### src/rtl/rv32i_exec_ctrl.sv
// Execution/control slice of a single-cycle RV32I core: decode, ALU, branch resolution, PC register.
// Optional macro ALU_SHIFT_EN enables the shifter; without it shift funct3 codes decode as NOP.
module rv32i_exec_ctrl #(
    parameter int                    DATA_WIDTH = 32,
    parameter logic [DATA_WIDTH-1:0] RESET_PC   = 32'h0000_0000
) (
    input  logic                  clk,
    input  logic                  rst,
    input  logic [31:0]           instr,
    input  logic [DATA_WIDTH-1:0] rd1,
    input  logic [DATA_WIDTH-1:0] rd2,
    input  logic [DATA_WIDTH-1:0] imm_op,
    output logic [DATA_WIDTH-1:0] pc,
    output logic [1:0]            imm_src,
    output logic                  alu_src,
    output logic [DATA_WIDTH-1:0] alu_out,
    output logic                  eq,
    output logic                  reg_wr_en,
    output logic                  mem_wr_en,
    output logic                  result_src,
    output logic                  pc_src
);

    localparam logic [6:0] OP_R      = 7'b0110011;
    localparam logic [6:0] OP_I      = 7'b0010011;
    localparam logic [6:0] OP_LOAD   = 7'b0000011;
    localparam logic [6:0] OP_STORE  = 7'b0100011;
    localparam logic [6:0] OP_BRANCH = 7'b1100011;

    typedef enum logic [3:0] {
        ALU_ADD  = 4'b0000,
        ALU_SUB  = 4'b0001,
        ALU_AND  = 4'b0010,
        ALU_OR   = 4'b0011,
        ALU_XOR  = 4'b0100,
        ALU_SLL  = 4'b0101,
        ALU_SRL  = 4'b0110,
        ALU_SRA  = 4'b0111,
        ALU_SLT  = 4'b1000,
        ALU_SLTU = 4'b1001
    } alu_ctrl_e;

    logic [6:0]            opcode;
    logic [2:0]            funct3;
    logic                  funct7_5;
    logic                  shift_nop;
    logic                  reg_wr_dec;
    logic                  mem_wr_dec;
    logic                  is_branch;
    alu_ctrl_e             alu_ctrl;
    logic [DATA_WIDTH-1:0] operand2;
    logic [DATA_WIDTH-1:0] pc_q;
    logic [DATA_WIDTH-1:0] pc_d;
    logic                  unused_instr;

    assign opcode       = instr[6:0];
    assign funct3       = instr[14:12];
    assign funct7_5     = instr[30];
    assign unused_instr = ^{instr[31], instr[29:15], instr[11:7]};

`ifdef ALU_SHIFT_EN
    assign shift_nop = 1'b0;
`else
    assign shift_nop = (funct3 == 3'b001) || (funct3 == 3'b101);
`endif

    // Main decoder; unknown opcodes fall through to an all-zero NOP doing an add.
    always_comb begin
        reg_wr_dec = 1'b0;
        mem_wr_dec = 1'b0;
        result_src = 1'b0;
        alu_src    = 1'b0;
        imm_src    = 2'b00;
        is_branch  = 1'b0;
        alu_ctrl   = ALU_ADD;
        case (opcode)
            OP_R, OP_I: begin
                if (!shift_nop) begin
                    reg_wr_dec = 1'b1;
                    alu_src    = (opcode == OP_I);
                    case (funct3)
                        3'b000:  alu_ctrl = (opcode == OP_R && funct7_5) ? ALU_SUB : ALU_ADD;
`ifdef ALU_SHIFT_EN
                        3'b001:  alu_ctrl = ALU_SLL;
                        3'b101:  alu_ctrl = funct7_5 ? ALU_SRA : ALU_SRL;
`endif
                        3'b010:  alu_ctrl = ALU_SLT;
                        3'b011:  alu_ctrl = ALU_SLTU;
                        3'b100:  alu_ctrl = ALU_XOR;
                        3'b110:  alu_ctrl = ALU_OR;
                        3'b111:  alu_ctrl = ALU_AND;
                        default: alu_ctrl = ALU_ADD;
                    endcase
                end
            end
            OP_LOAD: begin
                reg_wr_dec = 1'b1;
                result_src = 1'b1;
                alu_src    = 1'b1;
            end
            OP_STORE: begin
                mem_wr_dec = 1'b1;
                alu_src    = 1'b1;
                imm_src    = 2'b01;
            end
            OP_BRANCH: begin
                imm_src   = 2'b10;
                is_branch = 1'b1;
                alu_ctrl  = ALU_SUB;
            end
            default: ;
        endcase
    end

    assign operand2 = alu_src ? imm_op : rd2;

    always_comb begin
        case (alu_ctrl)
            ALU_ADD:  alu_out = rd1 + operand2;
            ALU_SUB:  alu_out = rd1 - operand2;
            ALU_AND:  alu_out = rd1 & operand2;
            ALU_OR:   alu_out = rd1 | operand2;
            ALU_XOR:  alu_out = rd1 ^ operand2;
`ifdef ALU_SHIFT_EN
            ALU_SLL:  alu_out = rd1 << operand2[4:0];
            ALU_SRL:  alu_out = rd1 >> operand2[4:0];
            ALU_SRA:  alu_out = $signed(rd1) >>> operand2[4:0];
`endif
            ALU_SLT:  alu_out = {{(DATA_WIDTH-1){1'b0}}, $signed(rd1) < $signed(operand2)};
            ALU_SLTU: alu_out = {{(DATA_WIDTH-1){1'b0}}, rd1 < operand2};
            default:  alu_out = rd1 + operand2;
        endcase
    end

    assign eq = (rd1 == operand2);

    always_comb begin
        pc_src = 1'b0;
        if (is_branch) begin
            case (funct3)
                3'b000:  pc_src = eq;
                3'b001:  pc_src = !eq;
                default: pc_src = 1'b0;
            endcase
        end
    end

    // Write enables are masked during reset; everything else stays purely combinational.
    assign reg_wr_en = reg_wr_dec & ~rst;
    assign mem_wr_en = mem_wr_dec & ~rst;

    assign pc_d = pc_src ? (pc_q + imm_op) : (pc_q + DATA_WIDTH'(4));
    assign pc   = pc_q;

    always_ff @(posedge clk) begin
        if (rst) begin
            pc_q <= RESET_PC;
        end else begin
            pc_q <= pc_d;
        end
    end

endmodule

### config.mk
export PLATFORM = sky130hd
export DESIGN_NAME = rv32i_exec_ctrl
export DESIGN_NICKNAME = d
export VERILOG_FILES = /design/src/rtl/rv32i_exec_ctrl.sv
export SDC_FILE = /design/constraint.sdc
export NUM_CORES = 1
export LEC_CHECK = 0
export CAP_MARGIN = 20
export CORE_MARGIN = 5
export CORE_UTILIZATION = 50
export CTS_CLUSTER_DIAMETER = 200
export DETAILED_ROUTE_END_ITERATION = 16
export PLACE_DENSITY = 0.88
export SLEW_MARGIN = 20
export SYNTH_ARGS = -nofsm -noshare
export SYNTH_HDL_FRONTEND = slang
export SYNTH_SLANG_ARGS = --single-unit
### constraint.sdc
create_clock -name clk -period 8 [get_ports clk]
set_clock_uncertainty 0.15 [all_clocks]
set_input_delay 1.2 -clock clk [delete_from_list [all_inputs] [get_ports clk]]
set_output_delay 1.2 -clock clk [all_outputs]
set_load 0.1 [all_outputs]
==> results of run 1 <==
worst min-delay path: stages, from the launching register on:
cell     delay, ns
dfxtp_1       0.32
nand2_1       0.06
a21oi_1       0.05
area by class of cell:
class | count | area, µm²
clock buffer | 6 | 139
clock inverter | 2 | 10.0
fill | 1480 | 5820
inverter | 106 | 398
multi-input combinational | 1032 | 7250
sequential | 32 | 641
tap | 220 | 275
timing repair buffer | 195 | 2170
through the flow:
stage	power, mW	area, µm²	instances	setup WS (ns)	utilization [%]
finish	1.29	10900	1593	0.349	65.2
global route	1.34	10900	1593	0.0897	65.2
CTS	1.28	10900	1593	0.388	65.2
detailed placement	1.08	10700	1585	0.437	64.3
global placement	1.07	10700	1585	0.511	64.3
floorplan	0.770	8550	1231	0.00613	-
layer usage:
layer | track usage (%) | up-vias
met1 | 35.9 | 4643
met5 | 0 | -
met2 | 49.0 | 472
li1 | - | 4736
met3 | 4.27 | 95
met4 | 12.4 | 0
power groups by stage:
stage	registers [mW]	logic (mW)	clock network (mW)
final	0.163	0.924	0.202
after global routing	0.164	0.971	0.208
after CTS	0.163	0.916	0.200
after detailed placement	0.167	0.912	0
after global placement	0.167	0.901	0
after floorplan	0.177	0.593	0
cells in the final DEF (no fill, tap or decap), drive strengths merged, types with 41 or more instances in the layout:
cell and instances:
clkdlybuf4s50 146, inv 106, nand2 83, ha 128, a211oi 41, buf 49, xnor2 47, nor2 129
a21oi 116, o21ai 87
logic make-up after synthesis:
kind of cell	Yosys count	share of synthesized area, %
and+or+nand+nor	384	22.0
AOI/OAI and AO/OA	404	30.4
buffers and inverters	167	7.92
adders and majority gates	131	19.5
xor gates and xnor gates	76	7.79
muxes	37	4.86
DFF	32	7.50
how the worst min path moves through the flow:
stage	endpoint	slack [ns]	cells past startpoint
floorplan	pc[0]$_SDFFE_PP0P_	0.75	2
global placement	pc[0]$_SDFFE_PP0P_	0.31	2
detailed placement	pc[0]$_SDFFE_PP0P_	0.32	2
CTS	pc[0]$_SDFFE_PP0P_	0.33	2
global route	pc[0]$_SDFFE_PP0P_	0.36	2
finish	pc[0]$_SDFFE_PP0P_	0.33	2
==> metrics.csv, run 1 <==
metric,value,unit
seq_power_share,12.7,%
numCtsBuffers,5,
hold_buffers,0,
die-height,141,µm
power_frac_comb,71.7,%
synth_common_cells,"129 x nor2_1, 128 x ha_1, 115 x a21oi_1, 105 x inv_1, 85 x o21ai_0",
rr_endpoint,pc[31]$_SDFF_PP0_,
insertion_delay,0.29,ns
drt-total-wl,29.9,mm
worstPathCellList,"clkdlybuf4s50_1, nand2b_1, nor4_2, a21boi_1, a21oi_4, buf_4, mux2_2, inv_1, ha_1, nor3_1, nand4_1, and4b_2, xnor2_1, or4_4, inv_2, buf_12",
r2r-start,pc[4]$_SDFF_PP0_,
maxCapViolations,0,
rsz0062_at_grt,no,
path_depth,16,
routed-wl-met3,2.41,mm
max_freq,131,MHz
async_flop_share,0,%
clockPowerShare,15.7,%
finalHoldViolations,0,
syn_inst,1231,
powerDensity,118,mW/mm²
min_from,pc[0]$_SDFFE_PP0P_,
reg2reg_slack,4.46,ns
largest_register_ffs,32,
p_int,610,µW
report.final.slew_viol_count,0,
chipWidth,141,µm
synth_ff_type,dfxtp_1,
crit_family,simple AND/OR/NAND/NOR gates,
row_count,47,
seq_area_frac_synth,7.50,%
ant_nets,0,
postCtsSetupRepairBufs,0,
cts_tree,built,
place.gp.congestion,1.01,
numPortBuffers,180,
core_area,0.0167,mm²
nets,1633,
clk_pin_slew,0.05,ns
p_leak,4.76,nW
critPathMaxStageDelay,0.68,ns
ir_drop,103,µV
hpwl,23.7,mm
r2r_cells,10,
n_antenna_cell,0,
vias,9946,
cp-end-kind,primary output,
worstPathRequired,6.65,ns
setup_viol,0,
first_pass_iters,6,
cts_resized,0,
p_switching,678,µW
ctsRootBufferMaster,clkbuf_16,
min_path_type,reg -> reg,
criticalPathCategory,in -> out,
die_area,0.0198,mm²
start_kind,input port,
yosysTopAreaCellShare,18.7,%
wire_per_inst,18.8,µm
syn_nets,1492,
slew_headroom,31.7,%
syn_to_final_growth,27.4,%
finalCriticalPeriod,7.65,ns
antenna_found_initial,0,
post-route-period-util,95.6,%
synth_edf_count,0,
grt_max_degree,49,
hold_slack,0.329,ns
cp.arrival,6.30,ns
path_buf_inv,5,
track_usage,28.7,%
yosysTopAreaCell,ha_1,
htree_num_levels,2,
wl_met1,12.2,mm
status,finished clean,
ys_ff_latch,32,
fin_setup_tns,0,ns
cts.sinks,32,
crit_fanout,20,
startpoint,instr[6],
io_pins,202,
syn_avg_cell_area,6.94,µm²
via_per_inst,6.24,
setup.worst_path.end,pc_src,
tightest_slew,1.02,ns
cts_buffer_depth,2,
synth_area,0.00854,mm²
drtIter0Drc,934,
start_util,51.1,%
ys_types,76,
final_layout_size_suffix_gt1_share,8.23,%
yosys-top-cells-area,"ha_1 19%, dfxtp_1 7.5%, a21oi_1 6.7%, nor2_1 5.7%, o21ai_0 5.0%",
drc,0,
routed.top_layer,met4,
grt_pass1_wl,47.7,mm
p_sw_share,52.7,%
slowest_stage,or4_4,
grt_pass1_vias,9700,
synth.most_common_cell,nor2_1,
overflow,0,
wl_met2,14.0,mm
yosys_warnings,0,
(Power assumes the default switching activity.)
==> run 2, diff against run 1 <==
- CTS_CLUSTER_SIZE: not set -> 28
==> results of run 2 <==
Same layout as run 1: the final DEF is identical, and so are final timing and power.
==> variant (flow settings as in run 2) <==
Change the parameter `DATA_WIDTH` from 32 to 64.
--- a/src/rtl/rv32i_exec_ctrl.sv
+++ b/src/rtl/rv32i_exec_ctrl.sv
@@ -1,7 +1,7 @@
 // Execution/control slice of a single-cycle RV32I core: decode, ALU, branch resolution, PC register.
 // Optional macro ALU_SHIFT_EN enables the shifter; without it shift funct3 codes decode as NOP.
 module rv32i_exec_ctrl #(
-    parameter int                    DATA_WIDTH = 32,
+    parameter int                    DATA_WIDTH = 64,
     parameter logic [DATA_WIDTH-1:0] RESET_PC   = 32'h0000_0000
 ) (
     input  logic                  clk,
Ports: changed (5 resized); port bits go from 202 to 362. No check against the original RTL was run, so the function may have changed too.
==> variant against run 2 <==
  * Power up 130%
  * Combinational power up 130%
  * Final area up 130%
  * Critical endpoint is now alu_out[57]
  * Routed wire length rose to 2.9 times the old value
  * The run now ends with negative setup slack left
  * Non-clock buffer count up 415
  * Fmax down 4.6%
  * Die area up 110%
  * Area after synthesis up 120%
  * Sequential cell count up 32
  * Core utilization up 4.1 points
  * Setup slack worse by 370 ps
==> variant: results (changes against run 2) <==
outcome=finished, violations left; failing checks=negative setup slack; DR WL met2=38370 um (+170%); synth unique cells=94 (+24%); CLK BUF=10 (+4); register area share after synthesis=0.06895 (-0.006049); multiplexer share of the synthesized area=0.04545 (-0.003182); grt met2 use=0.6202 (+0.1305); Mapped Avg Cell Area=6.738 sq um (-2.9%); met3 Resource Use GR=0.06293 (+0.02026); Multi-input gate area=16240 sq um (+120%); net count after synthesis=3243 (+120%); met3 wire len=8326 um (+250%); Synth Area in Compound Gates=0.3412 (+0.03693); fin worst setup slack=-23.15 ps (-371.9 ps); top cells by count, synth=310 x nor2_1, 291 x a21oi_1, 256 x ha_1, 219 x inv_1, 219 x nand2_1; total CTS buffers=9 (+4); first-pass GRT wire length=127900 um (+170%); met1 Track Usage GR=0.4788 (+0.1198); Seq cells=64 (+100%); Top delay family on crit path=compound AO/OA/AOI/OAI gates; Worst-Margin Slew=1132 ps (+110.7 ps); Buffers, non-clock=610 (+210%); Placed Instances=3652 (+130%); comb_multi_in=2306 (+120%); Largest register FFs=64 (+100%); pre-CTS setup slack=-75.26 ps (-512.7 ps); # setup viols final=1 (+1); Initial DRC Count=2561 (+170%)
[variant: cell types whose count changed in the layout (fill, tap and decap cells not counted), moves of 32 or more]
cell | before | now
a211oi_1 | 40 | 96
a21o_1 | 23 | 56
a21oi_1 | 114 | 286
buf_12 | 27 | 61
buf_4 | 22 | 270
clkdlybuf4s50_1 | 146 | 268
dfxtp_1 | 32 | 64
ha_1 | 128 | 251
inv_1 | 105 | 217
nand2_1 | 83 | 219
nor2_1 | 128 | 303
o21ai_0 | 79 | 159
o21bai_1 | 10 | 43
xnor2_1 | 47 | 100
[variant: path summary, 6_finish.rpt]
path / from / endpoint / slack (ps) / cells past startpoint
setup / recovery: instr[6] / alu_out[57] / -20 / 23
setup reg to reg: pc[4] / pc[63] / 3400 / 13
hold reg to reg: pc[63] / pc[63] / 360 / 2
hold / removal: pc[63] / pc[63] / 360 / 2
[variant: worst min-delay path, delay by kind of cell (launching register included)]
kind               cells  cell delay [ps]
AOI/OAI and AO/OA      1               60
and+or+nand+nor        1               80
DFF                    1              320
